**src/rtl/pwm_peripheral.sv**
```systemverilog
// 16-channel PWM / static-drive output stage fed by the SPI register file.
// Optional macro PWM_SHADOW_EN: duty is latched at period boundaries instead of tracked live.
module pwm_peripheral #(
  parameter int PRESCALE = 13
) (
  input  logic        clk,
  input  logic        rst_n,
  input  logic [7:0]  en_reg_out_7_0,
  input  logic [7:0]  en_reg_out_15_8,
  input  logic [7:0]  en_reg_pwm_7_0,
  input  logic [7:0]  en_reg_pwm_15_8,
  input  logic [7:0]  pwm_duty_cycle,
  output logic [15:0] out,
  output logic        period_start
);

  logic [7:0]  prescaler;
  logic [7:0]  pwm_cnt;
  logic [7:0]  duty_active;
  logic [7:0]  duty_cmp;
  logic        tick;
  logic        wrap;
  logic        pwm_level;
  logic [15:0] en_out;
  logic [15:0] en_pwm;
  logic [15:0] pin_p0;

  assign tick = (prescaler == 8'(PRESCALE - 1));
  assign wrap = tick && (pwm_cnt == 8'hFF);

  always_ff @(posedge clk) begin
    if (!rst_n) begin
      prescaler    <= '0;
      pwm_cnt      <= '0;
      period_start <= 1'b0;
    end else begin
      prescaler    <= tick ? 8'd0 : prescaler + 8'd1;
      if (tick)
        pwm_cnt <= pwm_cnt + 8'd1;
      period_start <= wrap;
    end
  end

`ifdef PWM_SHADOW_EN
  logic load_first;

  // The first post-reset cycle compares against the live input so period 0 is complete.
  always_ff @(posedge clk) begin
    if (!rst_n) begin
      duty_active <= '0;
      load_first  <= 1'b1;
    end else begin
      load_first <= 1'b0;
      if (wrap || load_first)
        duty_active <= pwm_duty_cycle;
    end
  end

  assign duty_cmp = load_first ? pwm_duty_cycle : duty_active;
`else
  assign duty_active = pwm_duty_cycle;
  assign duty_cmp    = duty_active;
`endif

  assign pwm_level = (duty_cmp == 8'hFF) || (pwm_cnt < duty_cmp);
  assign en_out    = {en_reg_out_15_8, en_reg_out_7_0};
  assign en_pwm    = {en_reg_pwm_15_8, en_reg_pwm_7_0};

  always_comb begin
    pin_p0 = '0;
    for (int i = 0; i < 16; i++)
      pin_p0[i] = en_out[i] & (en_pwm[i] ? pwm_level : 1'b1);
  end

  // stage p0 -> registered pins
  always_ff @(posedge clk) begin
    if (!rst_n)
      out <= '0;
    else
      out <= pin_p0;
  end

endmodule

```
**config.mk**
```make
export PLATFORM = sky130hd
export DESIGN_NAME = pwm_peripheral
export DESIGN_NICKNAME = d
export VERILOG_FILES = /design/src/rtl/pwm_peripheral.sv
export SDC_FILE = /design/constraint.sdc
export NUM_CORES = 1
export LEC_CHECK = 0
export CAP_MARGIN = 20
export CORE_MARGIN = 3
export CORE_UTILIZATION = 45
export DETAILED_ROUTE_END_ITERATION = 16
export PLACE_DENSITY = 0.83
export SETUP_SLACK_MARGIN = 0.4
export SYNTH_ARGS = -nofsm -noshare
export SYNTH_HDL_FRONTEND = slang
export SYNTH_SLANG_ARGS = --single-unit
```
**constraint.sdc**
```tcl
create_clock -name clk -period 3.85 [get_ports clk]
set_input_delay 0.77 -clock clk [delete_from_list [all_inputs] [get_ports clk]]
set_output_delay 0.77 -clock clk [all_outputs]
set_load 0.005 [all_outputs]
```
==> results.cfg <==
[outcome]
status = finished clean

[detailed_routing]
remaining_drc_errors = 0
drt.antenna.violating_nets = 0
num_vias = 1279
first_iter_violations = 31
wl_per_cell_um = 12.21
vias_per_cell = 4.808
drtPass1Iterations = 4
wirelength_um = 3248

[worst_hold_path]
hold_end = prescaler[0]
hold_path_class = reg -> reg
min_from = prescaler[0]
min_path_cells = 1

[floorplan]
chipWidth_um = 63.48
die_h_um = 63.48
die_area_sq_mm = 0.004029
start_util_pct = 47.90
core_sq_mm = 0.003103
row_count = 20
io_pins = 59

[critical_path]
r2r_end = out[8]
cp.depth = 8
crit_family = buffers and inverters
cp_num_buf_inv = 3
cpMaxStageDelayCell = clkdlybuf4s50_1
worstSetupEndpointType = flop
rrSetupSlack_ns = 2.19
critPathRequiredTime_ns = 4.06
cp_max_fo = 16
path_cells = clkdlybuf4s50_1 > inv_1 > ha_1 > and4_1 > o21ai_0 > o32ai_2 > buf_4 > a21oi_1
reg2reg_depth = 6
slowest_delay_ns = 0.48
worst-setup-path-type = in -> reg
reg2reg_from = pwm_cnt[6]
start_kind = input port
critPathArrivalTime_ns = 2.51

[sta]
fin_setup_tns_ns = 0
worst_pin_slew_ns = 0.8258
finalMaxSlewViolations = 0
post-route-min-period_ns = 2.302
rsz0062_at_grt = false
clock_skew_ns = 0.005910
period_share_pct = 59.79
slew_headroom_pct = 44.77
final-setup-viol-count = 0
hold_viol = 0
clock.fmax_mhz = 434.4

[yosys]
synth_top_cell_by_area = dfxtp_1
syn_area_sq_mm = 0.001486
synth_warnings = 0
synth_ff_type = dfxtp_1
synth.most_common_cell = dfxtp_1
synth.area.top_cells = dfxtp_1, ha_1, xor2_1, nand2_1, a21oi_1
synth_edf_count = 0
synth_nets = 213
ys_types = 32
synth_seq_cells = 33
ys_seq_area_share_pct = 44.44
synth_cells = 161
synth_top_area_share_pct = 44.44
synth_common_cells = dfxtp_1, nand2_1, a21oi_1, inv_1
syn_avg_cell_area_sq_um = 9.232
async_flop_share_pct = 0

[final_layout]
fin_util_pct = 69.23
layout-drive-gt1-share_pct = 5.856
synthToLayoutAreaGrowth_pct = 44.53
antenna_cells = 0
finalNetCount = 274

[cts]
ctsResizeCount = 0
htreeDepth = 2
max-clock-path-buffers = 2
clkSinkCount = 33
cts_root_buf = clkbuf_4
cts-hold-fix-buffers = 0
cts_made_buffers = 5
clock_latency_ns = 0.31
post_cts_buffers = 0
cts_tree = yes
clk_pin_slew_worst_paths_ns = 0.09

[pwr]
p_leak_nw = 0.9313
power_switching_uw = 133.6
pwr-share-clk_pct = 29.5
ir_worst_vdd_uv = 240.9
seqPwrFrac_pct = 56.5
power.total_uw = 633.7
power_frac_comb_pct = 14.0
internal_power_uw = 500.1
p_per_area_mw_per_mm2 = 295.0
swShare_pct = 21.08

[grt]
grt_use_total_pct = 17.53
grt.overflow.total = 0
grt_pass1_wl_um = 5582
grt_max_degree = 28
grt_pass1_vias = 1283
antenna_found_initial = 0

[placement]
dpl.hpwl_um = 2517
numPortBuffers = 58
gp_routability_congestion = 0.7730

[flow_run]
max-cap-violations = 0
[cell usage in the layout (no fill, tap or decap), types with 2 or more instances in the layout]
master,count
xor2_1,10
and2_1,8
nand3_1,4
inv_1,11
nand2_1,23
clkdlybuf4s50_1,58
nor2_1,10
nor4_4,2
ha_1,10
o21ai_0,3
xnor2_1,2
clkbuf_4,5
dfxtp_1,33
a21oi_1,17
nand4_1,5
nor3_1,3
[worst max-delay path by stage]
| stage | slack [ns] | endpoint | from |
|---|---|---|---|
| floorplan | 1.66 | out[10] | pwm_duty_cycle[6] |
| global placement | 1.31 | out[11] | pwm_duty_cycle[6] |
| detailed placement | 1.22 | out[8] | pwm_duty_cycle[7] |
| CTS | 1.57 | out[8] | pwm_duty_cycle[7] |
| global route | 1.48 | out[8] | pwm_duty_cycle[7] |
| finish | 1.55 | out[8] | pwm_duty_cycle[7] |
[worst reg2reg max path: cells and delay by family, from the launching register on]
kind | cells | cell delay, ns
AOI/OAI and AO/OA | 3 | 0.46
adders and majority gates | 1 | 0.32
buffers and inverters | 1 | 0.24
DFF | 1 | 0.34
and+or+nand+nor | 1 | 0.19
[per-stage QoR]
step | std cells | instance area, sq um | setup slack [ns] | hold slack [ns]
after floorplan | 161 | 1486 | 1.658 | 0.4375
final | 266 | 2148 | 1.548 | 0.4983
after detailed placement | 259 | 2093 | 1.224 | 0.4757
after global routing | 266 | 2148 | 1.475 | 0.5231
after global placement | 259 | 2093 | 1.307 | 0.4587
after CTS | 266 | 2148 | 1.566 | 0.4992
[power groups by stage]
stage | Clock (mW) | Sequential (mW) | Combinational, mW
after detailed placement | 0 | 0.366 | 0.0893
final | 0.187 | 0.358 | 0.0888
after global routing | 0.211 | 0.360 | 0.0973
after floorplan | 0 | 0.366 | 0.0243
after global placement | 0 | 0.365 | 0.0868
after CTS | 0.194 | 0.358 | 0.0900
[kinds of logic (layout without fill, tap and decap cells)]
| family | count (synthesis) | in the layout | synth area share (%) |
|---|---|---|---|
| AOI/OAI and AO/OA | 27 | 27 | 11.36 |
| xor gates and xnor gates | 12 | 12 | 7.071 |
| adders and majority gates | 10 | 10 | 8.418 |
| buffers and inverters | 16 | 77 | 5.219 |
| DFF | 33 | 33 | 44.44 |
| and+or+nand+nor | 63 | 63 | 23.49 |
[final cells by class]
type                    count  area [sq um]
flip-flops and latches     33         660.6
inverters                  11         41.29
multi-input cells         112         748.2
well taps                  44         55.05
fillers                   263         954.7
clock buffers               7         55.05
repair buffers             59         588.1
[sequential cells by signal, summed over array words and instances (netlist names)]
name          cells
pwm_cnt           8
out              16
prescaler         8
period_start      1
[layer usage]
layer  wire [um]  track usage [%]
met1        1336            18.69
met2        1685            31.16
met3         215            7.665
met4          10            4.852
met5           0                0
(Power assumes the default switching activity.)
